===== src/rtl/code_run_logger_if.sv =====
// Run-length logger bus: sample/flush inputs and
// valid/ready entry output with FIFO status.
interface code_run_logger_if #(
  parameter int CODE_W = 3,
  parameter int CNT_W  = 8,
  parameter int DEPTH  = 4
);
  logic                   en;
  logic [CODE_W-1:0]      code_in;
  logic                   flush;
  logic                   out_valid;
  logic                   out_ready;
  logic [CODE_W-1:0]      out_code;
  logic [CNT_W-1:0]       out_len;
  logic [$clog2(DEPTH):0] count;
  logic                   overflow;

  modport master (
    output en, code_in, flush, out_ready,
    input  out_valid, out_code, out_len,
    input  count, overflow
  );

  modport slave (
    input  en, code_in, flush, out_ready,
    output out_valid, out_code, out_len,
    output count, overflow
  );
endinterface


===== src/rtl/code_run_logger.sv =====
// Compresses a sampled code stream into (code, length)
// runs and queues them in a small FIFO for a consumer.
module code_run_logger #(
  parameter int CODE_W = 3,
  parameter int CNT_W  = 8,
  parameter int DEPTH  = 4
) (
  input logic clk,
  input logic rst,
  code_run_logger_if.slave bus
);

  localparam int AW = $clog2(DEPTH);
  localparam int CW = AW + 1;
  localparam logic [CNT_W-1:0] MAX = '1;

  logic [CODE_W-1:0] r_cur_code;
  logic [CNT_W-1:0]  r_run_len;
  logic              r_run_open;

  logic [CODE_W-1:0] r_mem_code [DEPTH];
  logic [CNT_W-1:0]  r_mem_len  [DEPTH];
  logic [AW-1:0]     r_wr_ptr;
  logic [AW-1:0]     r_rd_ptr;
  logic [CW-1:0]     r_count;
  logic              r_ovf;

  logic w_same;
  logic w_at_max;
  logic w_close_flush;
  logic w_close_en;
  logic w_push;
  logic w_valid;
  logic w_full;
  logic w_pop;
  logic w_wr;
  logic w_drop;

  assign w_same   = bus.code_in == r_cur_code;
  assign w_at_max = r_run_len == MAX;

  // A flush wins over an en-driven close, so a
  // cycle never closes more than one run.
  assign w_close_flush = bus.flush && r_run_open;
  assign w_close_en    = bus.en && r_run_open &&
                         (!w_same || w_at_max);
  assign w_push        = w_close_flush || w_close_en;

  assign w_valid = r_count != '0;
  assign w_full  = r_count == CW'(DEPTH);
  assign w_pop   = w_valid && bus.out_ready;
  assign w_wr    = w_push && (!w_full || w_pop);
  assign w_drop  = w_push && w_full && !w_pop;

  // Run tracker: a new sample restarts at 1 after
  // any close, so saturated runs split, never wrap.
  always_ff @(posedge clk or negedge rst) begin
    if (!rst) begin
      r_cur_code <= '0;
      r_run_len  <= '0;
      r_run_open <= 1'b0;
    end else if (bus.en) begin
      r_cur_code <= bus.code_in;
      r_run_open <= 1'b1;
      if (w_push || !r_run_open) begin
        r_run_len <= CNT_W'(1);
      end else begin
        r_run_len <= r_run_len + CNT_W'(1);
      end
    end else if (bus.flush) begin
      r_run_open <= 1'b0;
    end
  end

  // Entry storage; a full-FIFO write with a pop
  // lands in the slot being vacated this cycle.
  always_ff @(posedge clk or negedge rst) begin
    if (!rst) begin
      for (int i = 0; i < DEPTH; i++) begin
        r_mem_code[i] <= '0;
        r_mem_len[i]  <= '0;
      end
    end else if (w_wr) begin
      r_mem_code[r_wr_ptr] <= r_cur_code;
      r_mem_len[r_wr_ptr]  <= r_run_len;
    end
  end

  // Pointers, occupancy and sticky drop flag.
  always_ff @(posedge clk or negedge rst) begin
    if (!rst) begin
      r_wr_ptr <= '0;
      r_rd_ptr <= '0;
      r_count  <= '0;
      r_ovf    <= 1'b0;
    end else begin
      if (w_wr) begin
        r_wr_ptr <= r_wr_ptr + AW'(1);
      end
      if (w_pop) begin
        r_rd_ptr <= r_rd_ptr + AW'(1);
      end
      unique case ({w_wr, w_pop})
        2'b10:   r_count <= r_count + CW'(1);
        2'b01:   r_count <= r_count - CW'(1);
        default: r_count <= r_count;
      endcase
      if (w_drop) begin
        r_ovf <= 1'b1;
      end
    end
  end

  assign bus.out_valid = w_valid;
  assign bus.out_code  = w_valid ?
                         r_mem_code[r_rd_ptr] : '0;
  assign bus.out_len   = w_valid ?
                         r_mem_len[r_rd_ptr] : '0;
  assign bus.count     = r_count;
  assign bus.overflow  = r_ovf;

endmodule


===== src/flat_wrapper.sv =====
// flat-port wrapper written by rule: the top's interface ports become plain ports
module code_run_logger_flat 
#(
  parameter int CODE_W = 3,
  parameter int CNT_W  = 8,
  parameter int DEPTH  = 4
)
  (clk, rst, bus_en, bus_code_in, bus_flush, bus_out_ready, bus_out_valid, bus_out_code, bus_out_len, bus_count, bus_overflow);
  code_run_logger_if #(.CODE_W(CODE_W), .CNT_W(CNT_W), .DEPTH(DEPTH)) bus_i ();
  input logic clk;
  input logic rst;
  input wire logic [$bits(bus_i.en)-1:0] bus_en;
  input wire logic [$bits(bus_i.code_in)-1:0] bus_code_in;
  input wire logic [$bits(bus_i.flush)-1:0] bus_flush;
  input wire logic [$bits(bus_i.out_ready)-1:0] bus_out_ready;
  output wire logic [$bits(bus_i.out_valid)-1:0] bus_out_valid;
  output wire logic [$bits(bus_i.out_code)-1:0] bus_out_code;
  output wire logic [$bits(bus_i.out_len)-1:0] bus_out_len;
  output wire logic [$bits(bus_i.count)-1:0] bus_count;
  output wire logic [$bits(bus_i.overflow)-1:0] bus_overflow;
  assign bus_i.en = bus_en;
  assign bus_i.code_in = bus_code_in;
  assign bus_i.flush = bus_flush;
  assign bus_i.out_ready = bus_out_ready;
  assign bus_out_valid = bus_i.out_valid;
  assign bus_out_code = bus_i.out_code;
  assign bus_out_len = bus_i.out_len;
  assign bus_count = bus_i.count;
  assign bus_overflow = bus_i.overflow;
  code_run_logger #(.CODE_W(CODE_W), .CNT_W(CNT_W), .DEPTH(DEPTH)) u_core (.clk(clk), .rst(rst), .bus(bus_i));
endmodule

===== config.mk =====
export PLATFORM = sky130hd
export DESIGN_NAME = code_run_logger_flat
export DESIGN_NICKNAME = d
export VERILOG_FILES = /design/src/rtl/code_run_logger_if.sv /design/src/rtl/code_run_logger.sv /design/src/flat_wrapper.sv
export SDC_FILE = /design/constraint.sdc
export NUM_CORES = 1
export LEC_CHECK = 0
export CAP_MARGIN = 10
export CORE_ASPECT_RATIO = 1.75
export CORE_UTILIZATION = 55
export CTS_CLUSTER_DIAMETER = 50
export DETAILED_ROUTE_END_ITERATION = 7
export GPL_ROUTABILITY_DRIVEN = 0
export MAX_ROUTING_LAYER = met4
export PLACE_DENSITY = 0.73
export SKIP_LAST_GASP = 1
export SYNTH_ARGS = -nofsm -noshare
export SYNTH_HDL_FRONTEND = slang
export SYNTH_SLANG_ARGS = --single-unit

===== constraint.sdc =====
create_clock -name clk -period 3 [get_ports clk]
set_input_delay 0.3 -clock clk [delete_from_list [all_inputs] [get_ports clk]]
set_output_delay 0.3 -clock clk [all_outputs]
set_load 0.01 [all_outputs]

==> flow_summary.json, run 1 <==
{
  "run_status": "finished, final reports clean",
  "port_buffers": 23,
  "insertion_delay_ns": 0.34,
  "crit_chain": "buf_4, mux4_2, and2_1, clkdlybuf4s50_1",
  "final_critical_path_required_period_ns": 2.56,
  "final_wirelength_um": 5900,
  "cts_repair_resize_count": 0,
  "area_growth_pct": 15.3,
  "die-area_um2": 6190,
  "netlist_instances": 220,
  "placeableCoreArea_um2": 5630,
  "synth_nets": 235,
  "routed_via_density": 5.53,
  "vias": 1818,
  "design.final.nets": 264,
  "site_row_count": 36,
  "setup-violations-final": 0,
  "timing.hold.worst.class": "input pin to async pin",
  "asyncSetResetFlopFracSynth_pct": 100,
  "unrepaired_setup_endpoints_after_global_routing": "no",
  "detailedRoute.firstIterationViolations": 48,
  "maximum_capacitance_violations": 0,
  "synth_largest_type_area_fraction_pct": 49.6,
  "vdd_ir_drop_max_mv": 0.510,
  "post-route-drc-count": 0,
  "hold_buffers": 0,
  "leakage_power_of_the_design_nw": 1.73,
  "synth.largest_area_cell": "sky130_fd_sc_hd__dfrtp_1",
  "ys_seq_area_share_pct": 49.6,
  "cts.sink_count": 64,
  "wire_length_per_cell_after_detailed_routing_um": 17.9,
  "number_of_global_route_vias_before_repair": 1860,
  "slew_hr_pct": 47.8,
  "cell_family_contributing_the_most_delay_on_the_critical_path": "buffers and inverters",
  "critical_path.endpoint_type": "primary output",
  "slew_viol_final": 0,
  "dp.final_hpwl_um": 3850,
  "worstPathRequired_ns": 2.70,
  "timing_hold_violations_final": 0,
  "synth.top_cells.by_area": "sky130_fd_sc_hd__dfrtp_1, sky130_fd_sc_hd__mux2_4, sky130_fd_sc_hd__mux4_2",
  "clk_transition_reported_paths_ns": 0.07,
  "arrival_ns": 2.26,
  "timing.final.crit_share_pct": 85.4,
  "critical_path.startpoint_type": "flop",
  "die_w_um": 59.9,
  "clock-skew-final_ns": 0.00891,
  "floorplan.io_pins": 24,
  "cts_root_buffer": "sky130_fd_sc_hd__clkbuf_8",
  "synth_flop_cell": "sky130_fd_sc_hd__dfrtp_1",
  "final_antenna_net_count": 0,
  "critical_path.n_buffers_inverters": 2,
  "clock_tree.buffer_depth": 2,
  "post_synth_num_cell_types": 38,
  "syn-mean-instance-area_um2": 14.7,
  "dieHeight_um": 103,
  "fin_util_pct": 66.1,
  "timing_worst_setup_path_type": "flop to primary output",
  "critical_path.max_stage_delay_ns": 0.54,
  "global_route.usage.total_pct": 23.6,
  "cts_setup_buffers": 0,
  "max_slew.worst_pin.slew_ns": 0.783,
  "grt_first_pass_wirelength_um": 9860,
  "yosys_warnings": 0,
  "max_freq_mhz": 391,
  "power.density_cell_area_nw_per_um2": 830,
  "post_route_cells_drive_above_1_share_pct": 34.8,
  "n_antenna_cell": 0,
  "cts_tree": "built",
  "number_of_antenna_violations_at_the_first_check_in_global_routing": 0,
  "cts_buffers": 9,
  "gr-total-overflow": 0,
  "critPathMaxFanout": 10,
  "initial_core_util_pct": 57.4,
  "synth-edff-count": 0,
  "crit_slowest_cell": "sky130_fd_sc_hd__mux4_2",
  "dr.pass1.iters": 4,
  "ys_seq_elements": 64,
  "cts_htree_levels": 3,
  "area_of_the_mapped_netlist_um2": 3230,
  "setup_tns_ns": 0,
  "grt_start_max_net_pins": 65
}
state kept, by name, indices dropped and copies added (netlist names):
| name | count |
|---|---|
| u_core.r_cur_code | 3 |
| u_core.r_mem_len | 32 |
| u_core.bus.count | 3 |
| u_core.bus.overflow | 1 |
| u_core.r_run_open | 1 |
| u_core.r_rd_ptr | 2 |
| u_core.r_run_len | 8 |
| u_core.r_mem_code | 12 |
| u_core.r_wr_ptr | 2 |
placed cells by master, fill, tap and decap left out, types with 3 or more instances in the layout:
master and count:
sky130_fd_sc_hd__nand3_1 8, sky130_fd_sc_hd__buf_4 7, sky130_fd_sc_hd__mux2_2 8, sky130_fd_sc_hd__nand2_1 5, sky130_fd_sc_hd__ha_1 6, sky130_fd_sc_hd__o21ai_0 5, sky130_fd_sc_hd__mux2_4 40, sky130_fd_sc_hd__clkdlybuf4s50_1 22
sky130_fd_sc_hd__and2_1 12, sky130_fd_sc_hd__xnor2_1 7, sky130_fd_sc_hd__clkbuf_8 9, sky130_fd_sc_hd__xor2_1 4, sky130_fd_sc_hd__dfrtp_1 64, sky130_fd_sc_hd__o31ai_1 3, sky130_fd_sc_hd__mux4_2 11, sky130_fd_sc_hd__o211ai_2 4
sky130_fd_sc_hd__inv_1 7
per-layer routing:
layer  track usage [%]  vias to the layer above  share of wire (%)
li1                  -                      845                  -
met1              29.4                      931                 45
met2              36.2                       31                 51
met3              4.10                       11                2.3
met4              12.9                        0                1.9
met5                 -                        -                  0
final timing paths:
path | endpoint | slack (ns) | startpoint | cells past startpoint
max | bus_out_len[7] | 0.44 | u_core.r_rd_ptr[0] | 4
min | u_core.r_mem_len[23] | 0.12 | rst | 2
max reg2reg | u_core.bus.count[2] | 0.51 | u_core.r_cur_code[1] | 10
min reg2reg | u_core.bus.overflow | 0.47 | u_core.bus.overflow | 1
max in group asynchronous | u_core.r_mem_code[0] | 2.35 | rst | 2
min in group clk | u_core.bus.overflow | 0.47 | u_core.bus.overflow | 1
layout make-up:
class | instances | area (um^2)
clock buffer | 11 | 131
clock inverter | 4 | 70.1
fill | 427 | 1910
inverter | 7 | 26.3
multi-input combinational | 137 | 1520
sequential | 64 | 1600
tap | 76 | 95.1
timing repair buffer | 30 | 278
synthesized netlist by cell type, types with 2 or more instances:
cell	count
sky130_fd_sc_hd__a21oi_1	2
sky130_fd_sc_hd__and2_1	12
sky130_fd_sc_hd__and3_1	2
sky130_fd_sc_hd__buf_2	3
sky130_fd_sc_hd__buf_6	4
sky130_fd_sc_hd__clkbuf_1	3
sky130_fd_sc_hd__dfrtp_1	64
sky130_fd_sc_hd__ha_1	6
sky130_fd_sc_hd__inv_1	7
sky130_fd_sc_hd__mux2_2	8
sky130_fd_sc_hd__mux2_4	40
sky130_fd_sc_hd__mux4_2	11
sky130_fd_sc_hd__nand2_1	5
sky130_fd_sc_hd__nand3_1	8
sky130_fd_sc_hd__nand4_1	2
sky130_fd_sc_hd__nor2_1	2
sky130_fd_sc_hd__nor2b_1	2
sky130_fd_sc_hd__o211ai_2	4
sky130_fd_sc_hd__o21ai_0	5
sky130_fd_sc_hd__o31ai_1	3
sky130_fd_sc_hd__xnor2_1	7
sky130_fd_sc_hd__xor2_1	4
where the power goes:
part           switching (mW)  internal (mW)  leakage [nW]
Combinational           0.440          0.660         0.815
Sequential              0.172           1.05         0.815
Clock                   0.314          0.461         0.103
per-stage QoR:
step	total power [mW]	area, um^2	hold WS [ns]	std cells	worst slack [ns]
2_1_floorplan	1.97	3230	0.00441	220	0.712
3_3_place_gp	2.33	3520	0.450	314	0.302
3_5_place_dp	2.35	3520	0.451	314	0.225
4_1_cts	3.13	3720	0.140	329	0.398
5_1_grt	3.26	3720	0.196	329	0.229
6_report	3.09	3720	0.118	329	0.439
logic make-up after synthesis:
group           synth area share [%]
fa+ha+maj                       2.94
mux                             29.4
buf+inv                         3.29
compound gates                  4.73
simple gates                    7.09
flops                           49.6
xor+xnor                        2.98
No activity file was read; power rests on OpenSTA's default activity.
==> inputs of run 2 (changes only) <==
HOLD_SLACK_MARGIN = 0.03   (was unset)
==> results of run 2 <==
Same layout as run 1: the final DEF is identical, and so are final timing and power.
==> inputs of run 3 (changes only) <==
--- a/config.mk
+++ b/config.mk
@@ -10,3 +10,3 @@
 export CORE_UTILIZATION = 55
-export CTS_CLUSTER_DIAMETER = 50
+export CTS_CLUSTER_DIAMETER = 80
 export DETAILED_ROUTE_END_ITERATION = 7
@@ -16,2 +16,3 @@
 export PLACE_DENSITY = 0.73
+export REMOVE_ABC_BUFFERS = 1
 export SKIP_LAST_GASP = 1
--- a/constraint.sdc
+++ b/constraint.sdc
@@ -3,2 +3,2 @@
 set_output_delay 0.3 -clock clk [all_outputs]
-set_load 0.01 [all_outputs]
+set_load 0.1 [all_outputs]
==> flow_summary.json, run 3 (synthesis gave the netlist of run 1 again) <==
{
  "crit_slowest_cell": "sky130_fd_sc_hd__o211ai_2",
  "largest-register": "u_core.r_mem_len",
  "unrepaired_setup_endpoints_after_global_routing": "no",
  "max_freq_mhz": 396,
  "leakage_power_of_the_design_nw": 1.73,
  "critPathMaxFanout": 11,
  "area_growth_pct": 12.2,
  "timing.final.crit_share_pct": 84.2,
  "timing.hold.worst.class": "input pin to async pin",
  "post-route-cell-area_um2": 3620,
  "n_antenna_cell": 0,
  "timing_hold_violations_final": 0,
  "gr-total-overflow": 0,
  "clk_transition_reported_paths_ns": 0.06,
  "crit_chain": "ha_1, nand3_1, nor2_2, o21a_4, o211ai_2, mux2_2",
  "cts_buffers": 9,
  "worstPathRequired_ns": 3.22,
  "hold_buffers": 0,
  "clock-skew-final_ns": 0.00529,
  "insertion_delay_ns": 0.34,
  "dieHeight_um": 103,
  "timing_worst_setup_path_type": "flop to flop",
  "cts_tree": "built",
  "total_power_mw": 3.55,
  "cts.sink_count": 64,
  "port_buffers": 23,
  "critical_path.n_buffers_inverters": 0,
  "grt_start_max_net_pins": 65,
  "cts_htree_levels": 3,
  "dp.final_hpwl_um": 3820,
  "arrival_ns": 2.75,
  "number_of_antenna_violations_at_the_first_check_in_global_routing": 0,
  "routed_via_density": 5.51,
  "rr_startpoint": "u_core.r_run_len[0]",
  "max_slew.worst_pin.slew_ns": 1.04,
  "final_antenna_net_count": 0,
  "critical_path.max_stage_delay_ns": 0.81,
  "cts_repair_resize_count": 0,
  "die_w_um": 59.9,
  "maximum_capacitance_violations": 0,
  "critical_path.startpoint_type": "flop",
  "cts_setup_buffers": 0,
  "largest_register_ff_count": 32,
  "clock_tree.buffer_depth": 2,
  "slew_viol_final": 0,
  "vdd_ir_drop_max_mv": 0.779,
  "global_route.usage.total_pct": 22.3,
  "run_status": "finished, final reports clean",
  "critical_path.endpoint_type": "flop",
  "slew_hr_pct": 30.6,
  "power.density_cell_area_nw_per_um2": 978,
  "final_wirelength_um": 5680,
  "floorplan.io_pins": 24,
  "placeableCoreArea_um2": 5630,
  "final_critical_path_required_period_ns": 2.53,
  "detailedRoute.firstIterationViolations": 71,
  "crit-reg2reg-capture": "u_core.r_mem_code[9]",
  "site_row_count": 36,
  "largest_registers": "u_core.r_mem_len: 32 flops, u_core.r_mem_code: 12 flops, u_core.r_run_len: 8 flops",
  "design.final.nets": 261,
  "die-area_um2": 6190,
  "cts_root_buffer": "sky130_fd_sc_hd__clkbuf_8",
  "post_route_cells_drive_above_1_share_pct": 40.6,
  "cell_family_contributing_the_most_delay_on_the_critical_path": "compound AO/OA/AOI/OAI gates",
  "dr.pass1.iters": 4,
  "number_of_global_route_vias_before_repair": 1823,
  "setup-violations-final": 0,
  "post-route-drc-count": 0,
  "rrSetupSlack_ns": 0.47,
  "most-common-layout-cells": "sky130_fd_sc_hd__dfrtp_1, sky130_fd_sc_hd__mux2_4, sky130_fd_sc_hd__buf_4",
  "layout_commonest_cell": "sky130_fd_sc_hd__dfrtp_1",
  "postPlaceCellArea_um2": 3460,
  "vias": 1801,
  "initial_core_util_pct": 57.4,
  "wire_length_per_cell_after_detailed_routing_um": 17.4,
  "grt_first_pass_wirelength_um": 9430,
  "ff2ff_path_depth": 6
}
==> run 3: worst max path at each step <==
stage,depth (start not counted),end,startpoint,slack [ns]
2_1_floorplan,8,u_core.bus.count[2],u_core.bus.count[0],-0.25
3_3_place_gp,10,u_core.bus.count[2],bus_out_ready,0.24
3_5_place_dp,10,u_core.bus.count[2],bus_out_ready,0.23
4_1_cts,6,u_core.r_mem_code[6],u_core.r_run_len[0],0.45
5_1_grt,11,u_core.bus.count[2],u_core.r_run_len[0],0.30
6_report,6,u_core.r_mem_code[9],u_core.r_run_len[0],0.47
==> run 3: through the flow <==
stage | setup TNS, ns | util (%) | std cells | setup WS (ns) | hold WS, ns
final | 0 | 64.4 | 327 | 0.475 | 0.130
after global routing | 0 | 64.4 | 327 | 0.305 | 0.206
after CTS | 0 | 64.4 | 327 | 0.450 | 0.159
after detailed placement | 0 | 61.4 | 311 | 0.231 | 0.461
after global placement | 0 | 61.4 | 311 | 0.239 | 0.454
after floorplan | -0.999 | - | 208 | -0.249 | 0.00441
==> run 3: power breakdown <==
part           internal [mW]  switching, mW
registers               1.05          0.161
logic                  0.625           1.08
clock network          0.317          0.316
==> run 3: per-layer routing <==
layer  vias to the layer above  GRT usage (%)  part of all wire [%]
met2                        30           34.5                    51
met3                         7           5.35                   2.9
met5                         -              -                     0
met4                         0           9.30                   1.7
li1                        840              -                     -
met1                       924           27.8                    44
==> run 3: final cells by class <==
type / count / area, um^2
timing repair buffer: 27 / 215
sequential: 64 / 1600
inverter: 7 / 26.3
clock inverter: 4 / 20.0
clock buffer: 12 / 145
tap: 76 / 95.1
fill: 434 / 2010
multi-input combinational: 137 / 1520
==> run 3: worst register-to-register path, delay by kind of cell, from the launching register on <==
kind                       cells  cell delay (ns)
adders and majority gates      1             0.27
DFF                            1             0.47
and+or+nand+nor                2             0.21
muxes                          1             0.42
AOI/OAI and AO/OA              2             1.04
